`src/rtl/mac_accumulator.sv`:
```
// rtl/mac_accumulator.sv - accumulates TAPS unsigned products per window into a one-entry valid/ready output register
module mac_accumulator #(
  parameter int DATA_WIDTH = 32,
  parameter int ACC_WIDTH  = 72,
  parameter int TAPS       = 9,
  parameter int CNT_WIDTH  = 8
) (
  input  logic                    clk,
  input  logic                    rst_n,
  input  logic                    clear,
  input  logic                    prod_valid,
  input  logic [2*DATA_WIDTH-1:0] prod,
  input  logic                    out_ready,
  output logic                    out_valid,
  output logic [ACC_WIDTH-1:0]    acc_out,
  output logic [CNT_WIDTH-1:0]    tap_cnt,
  output logic                    busy,
  output logic                    overflow
);

  typedef enum logic {
    S_EMPTY,
    S_ACCUM
  } win_state_e;

  localparam logic [CNT_WIDTH-1:0] LAST_TAP = CNT_WIDTH'(TAPS - 1);

  win_state_e             state_q, state_d;
  logic [CNT_WIDTH-1:0]   tap_cnt_q, tap_cnt_d;
  logic [ACC_WIDTH-1:0]   acc_q, acc_d;
  logic [ACC_WIDTH-1:0]   acc_out_q, acc_out_d;
  logic                   out_valid_q, out_valid_d;
  logic                   overflow_q, overflow_d;
  logic [ACC_WIDTH-1:0]   prod_ext;
  logic [ACC_WIDTH-1:0]   win_sum;
  logic                   final_tap;
  logic                   handshake;

  assign prod_ext  = ACC_WIDTH'(prod);
  // The first tap of a window starts a fresh sum instead of adding to stale acc.
  assign win_sum   = (state_q == S_EMPTY) ? prod_ext : acc_q + prod_ext;
  assign final_tap = prod_valid && (tap_cnt_q == LAST_TAP);
  assign handshake = out_valid_q && out_ready;

  always_comb begin
    state_d   = state_q;
    tap_cnt_d = tap_cnt_q;
    acc_d     = acc_q;
    if (clear) begin
      state_d   = S_EMPTY;
      tap_cnt_d = '0;
      acc_d     = '0;
    end else if (prod_valid) begin
      case (state_q)
        S_EMPTY: begin
          if (final_tap) begin
            acc_d = '0;
          end else begin
            state_d   = S_ACCUM;
            tap_cnt_d = CNT_WIDTH'(1);
            acc_d     = win_sum;
          end
        end
        S_ACCUM: begin
          if (final_tap) begin
            state_d   = S_EMPTY;
            tap_cnt_d = '0;
            acc_d     = '0;
          end else begin
            tap_cnt_d = tap_cnt_q + CNT_WIDTH'(1);
            acc_d     = win_sum;
          end
        end
        default: begin
          state_d   = S_EMPTY;
          tap_cnt_d = '0;
          acc_d     = '0;
        end
      endcase
    end
  end

  // A completion may reuse the slot only if it is empty or being retired this cycle.
  always_comb begin
    out_valid_d = out_valid_q;
    acc_out_d   = acc_out_q;
    overflow_d  = overflow_q;
    if (clear) begin
      out_valid_d = 1'b0;
      overflow_d  = 1'b0;
    end else if (final_tap) begin
      if (!out_valid_q || out_ready) begin
        out_valid_d = 1'b1;
        acc_out_d   = win_sum;
      end else begin
        overflow_d = 1'b1;
      end
    end else if (handshake) begin
      out_valid_d = 1'b0;
    end
  end

  always_ff @(posedge clk or negedge rst_n) begin
    if (!rst_n) begin
      state_q     <= S_EMPTY;
      tap_cnt_q   <= '0;
      acc_q       <= '0;
      acc_out_q   <= '0;
      out_valid_q <= 1'b0;
      overflow_q  <= 1'b0;
    end else begin
      state_q     <= state_d;
      tap_cnt_q   <= tap_cnt_d;
      acc_q       <= acc_d;
      acc_out_q   <= acc_out_d;
      out_valid_q <= out_valid_d;
      overflow_q  <= overflow_d;
    end
  end

  assign out_valid = out_valid_q;
  assign acc_out   = acc_out_q;
  assign tap_cnt   = tap_cnt_q;
  assign busy      = (tap_cnt_q != '0);
  assign overflow  = overflow_q;

endmodule

```
`config.mk`:
```
export PLATFORM = sky130hd
export DESIGN_NAME = mac_accumulator
export DESIGN_NICKNAME = d
export VERILOG_FILES = /design/src/rtl/mac_accumulator.sv
export SDC_FILE = /design/constraint.sdc
export NUM_CORES = 1
export LEC_CHECK = 0
export CELL_PAD_IN_SITES_DETAIL_PLACEMENT = 1
export CELL_PAD_IN_SITES_GLOBAL_PLACEMENT = 1
export CORE_ASPECT_RATIO = 1.4
export CORE_MARGIN = 2
export CORE_UTILIZATION = 45
export CTS_CLUSTER_DIAMETER = 40
export CTS_CLUSTER_SIZE = 20
export DETAILED_ROUTE_END_ITERATION = 10
export GPL_TIMING_DRIVEN = 0
export PLACE_DENSITY_LB_ADDON = 0.2
export SLEW_MARGIN = 20
export SYNTH_ARGS = -nofsm -noshare
export SYNTH_HDL_FRONTEND = slang
export SYNTH_SLANG_ARGS = --single-unit
```
`constraint.sdc`:
```
create_clock -name clk -period 6.1 [get_ports clk]
set_input_delay 0.915 -clock clk [delete_from_list [all_inputs] [get_ports clk]]
set_output_delay 0.915 -clock clk [all_outputs]
set_load 0.05 [all_outputs]
```
==> flow_summary.toml <==
[grt]
antenna_found_initial = 0
grt_pass1_wl_mm = 58.3
met1_usage_pct = 33.8
top_usage_layer = "met2"
grt_pass1_vias = 10900
grtUsageTotal_pct = 30.6
grt.overflow.total = 0
grt_max_degree = 81
grt_use_met2_pct = 57.6
grt_use_met3_pct = 4.35

[cts]
cts_made_buffers = 17
clockBufferDepth = 2
htree_levels = 4
cts-root-buf = "clkbuf_16"
cts_tree = "yes"
cts_hold_buf = 0
clock_latency_ns = 0.45
postCtsSetupBuffers = 0
cts-resized-gates = 0
clk_pin_slew_ns = 0.06
cts.sinks = 155

[drt]
drt_iter0_drc = 403
routed_via_density = 5.95
drcViolationCount = 0
ant_nets = 0
drt-wirelength-per-cell_um = 21.5
totalWireLength_mm = 36.7
via_count = 10100
drt_first_pass_iters = 6

[yosys]
synthesis.area_um2 = 10400
syn_avg_cell_area_um2 = 8.54
synthArstFlopShare_pct = 100
synthFlopType = "dfrtp_1"
yosys_register_bits = 155
synth_edf_count = 0
synth_cell_type_count = 68
syn-num-nets = 1358
yosys_warnings = 0
seq_area_frac_synth_pct = 37.2
synthCells = 1222

[worst_setup_path]
critPathRequiredTime_ns = 6.42
endpoint = "acc_out[68]"
r2r-end = "acc_out[68]"
cp.arrival_ns = 4.91
crit_type = "input pin to register"
worst-r2r-setup-slack_ns = 2.07
cp-startpoint = "prod[0]"
cp-start-kind = "input pin"
crit_fanout = 5
r2r.worst_path.cells = 12
reg2reg_from = "acc_q[0]"
cp-end-kind = "register"

[timing]
fmax_ghz = 0.218
rsz0062_at_grt = "no"
finalSetupTns_ns = 0
min_period_ns = 4.59
worst_slack_ns = 1.51
min_period_over_period_pct = 75.3
setup_viol = 0
hold_viol_final = 0
max_slew_margin_pct = 27.7
hold_ws_ns = 0.422
worst_pin_slew_ns = 1.07
clock_skew_ns = 0.0112
report.final.slew_viol_count = 0

[floorplan]
die_area_um2 = 24400
die_w_um = 133
die_y_um = 184
ios = 152
core_um2 = 22700
rows = 65
initial_utilization_pct = 46.0

[pwr]
power_w = 0.00295
leakage_nw = 5.74
powerDensity_nw_per_um2 = 228
ir_worst_vdd_uv = 198

[finish]
final_common_cell = "nand2_1"
multi_input_area_um2 = 6230
nFillCells = 2674
drive_gt1_share_pct = 4.34
area_growth_pct = 23.8
n_antenna_cell = 0
layout_common_cells = "nand2_1 (204), o21ai_0 (172), dfrtp_1 (155), clkdlybuf4s50_1 (150), a21oi_1 (93)"
fin_nets = 1529
final-seq-area_um2 = 3880

[run_status]
status = "finished, final reports clean"

[hold_path]
min_path_type = "input pin to async pin"

[run]
drv_cap = 0

[placed_design]
place.gp.congestion = 0.940
place_ws_ns = 1.13
dp_hpwl_mm = 28.7
io_buffers = 151
-- stage by stage --
| stage | util (%) | instance area, um2 | cells |
|---|---|---|---|
| 4_1_cts | 56.9 | 12900 | 1706 |
| 3_3_place_gp | 54.3 | 12300 | 1674 |
| 2_1_floorplan | - | 10400 | 1222 |
| 6_report | 56.9 | 12900 | 1706 |
| 5_1_grt | 56.9 | 12900 | 1706 |
| 3_5_place_dp | 54.5 | 12400 | 1675 |
-- routing by layer --
metal  wire [um]  vias to the layer above
met1       14400                     5050
met5           0                        -
met2       19600                      242
met4        1580                        0
li1            -                     4769
met3        1170                       82
-- critical path: stages --
cell,delay [ns]
clkdlybuf4s50_1,0.44
ha_1,0.26
fa_1,0.42
a21o_1,0.21
a221oi_1,0.56
or3_1,0.24
o21ai_2,0.14
a311oi_2,0.64
o221ai_1,0.30
o21ba_2,0.31
nand3_1,0.14
xor2_1,0.22
o21ai_0,0.10
-- report_power, final --
group | total (W) | switching [W] | internal (W)
sequential | 0.00109 | 0.0000263 | 0.00107
clock | 0.00107 | 0.000443 | 0.000623
combinational | 0.000791 | 0.000488 | 0.000303
-- how the worst min path moves through the flow --
stage                           start           to  slack [ns]  cells past startpoint
final                           rst_n   acc_out[6]        0.42                      1
after global routing            rst_n   acc_out[6]        0.49                      1
after CTS                       rst_n   acc_out[6]        0.47                      1
after detailed placement  acc_out[22]  acc_out[22]        0.47                      2
after global placement    acc_out[17]  acc_out[17]        0.46                      2
after floorplan              acc_q[0]     acc_q[0]        0.45                      2
-- cells by family after synthesis --
| kind of cell | Yosys count | share of synthesized area [%] |
|---|---|---|
| compound gates | 411 | 24.1 |
| xor+xnor | 67 | 5.62 |
| fa+ha+maj | 67 | 8.10 |
| buf+inv | 82 | 3.11 |
| flops | 155 | 37.2 |
| mux | 58 | 5.77 |
| simple gates | 382 | 16.2 |
-- state kept, by name, indices dropped and copies added (netlist names) --
register   flops
acc_out       72
overflow       1
acc_q         72
tap_cnt        8
out_valid      1
state_q        1
-- area by class of cell --
type / instances / share of cell area [%]
buffer: 61 / 1.90
clock buffer: 25 / 3.68
clock inverter: 6 / 0.678
inverter: 21 / 0.610
multi-input combinational: 985 / 48.2
sequential: 155 / 30.0
tap: 301 / 2.91
timing repair buffer: 152 / 12.0
-- cells in the mapped netlist, types with 3 or more instances --
cell type,n,area (um2)
or3_1,12,75.1
ha_1,66,826
nor2_1,64,240
o21ai_2,3,26.3
nand4_1,21,131
nand2_1,204,766
nand3_1,20,100
xor2_1,22,193
mux2i_1,47,470
xnor2_1,45,394
nand3b_1,3,22.5
a21boi_0,3,22.5
nor4_1,8,50.1
a211oi_1,4,30.0
a22o_1,5,43.8
inv_1,20,75.1
a311oi_2,3,45.0
o21a_1,4,30.0
a22oi_1,4,30.0
o21bai_1,14,105
nor2b_1,6,37.5
mux2_2,9,101
a221oi_1,7,61.3
nand2b_1,5,31.3
a21oi_1,93,465
and3_1,17,106
a31oi_1,21,131
and2_1,4,25.0
a21o_1,32,240
o21ai_0,172,861
clkbuf_1,53,199
o211ai_1,8,60.1
buf_1,5,18.8
nor3_1,12,60.1
dfrtp_1,155,3880
o221ai_1,4,35.0
o31ai_1,7,52.6
or2_2,3,18.8
Note: power is estimated with default switching activity, not from simulation.
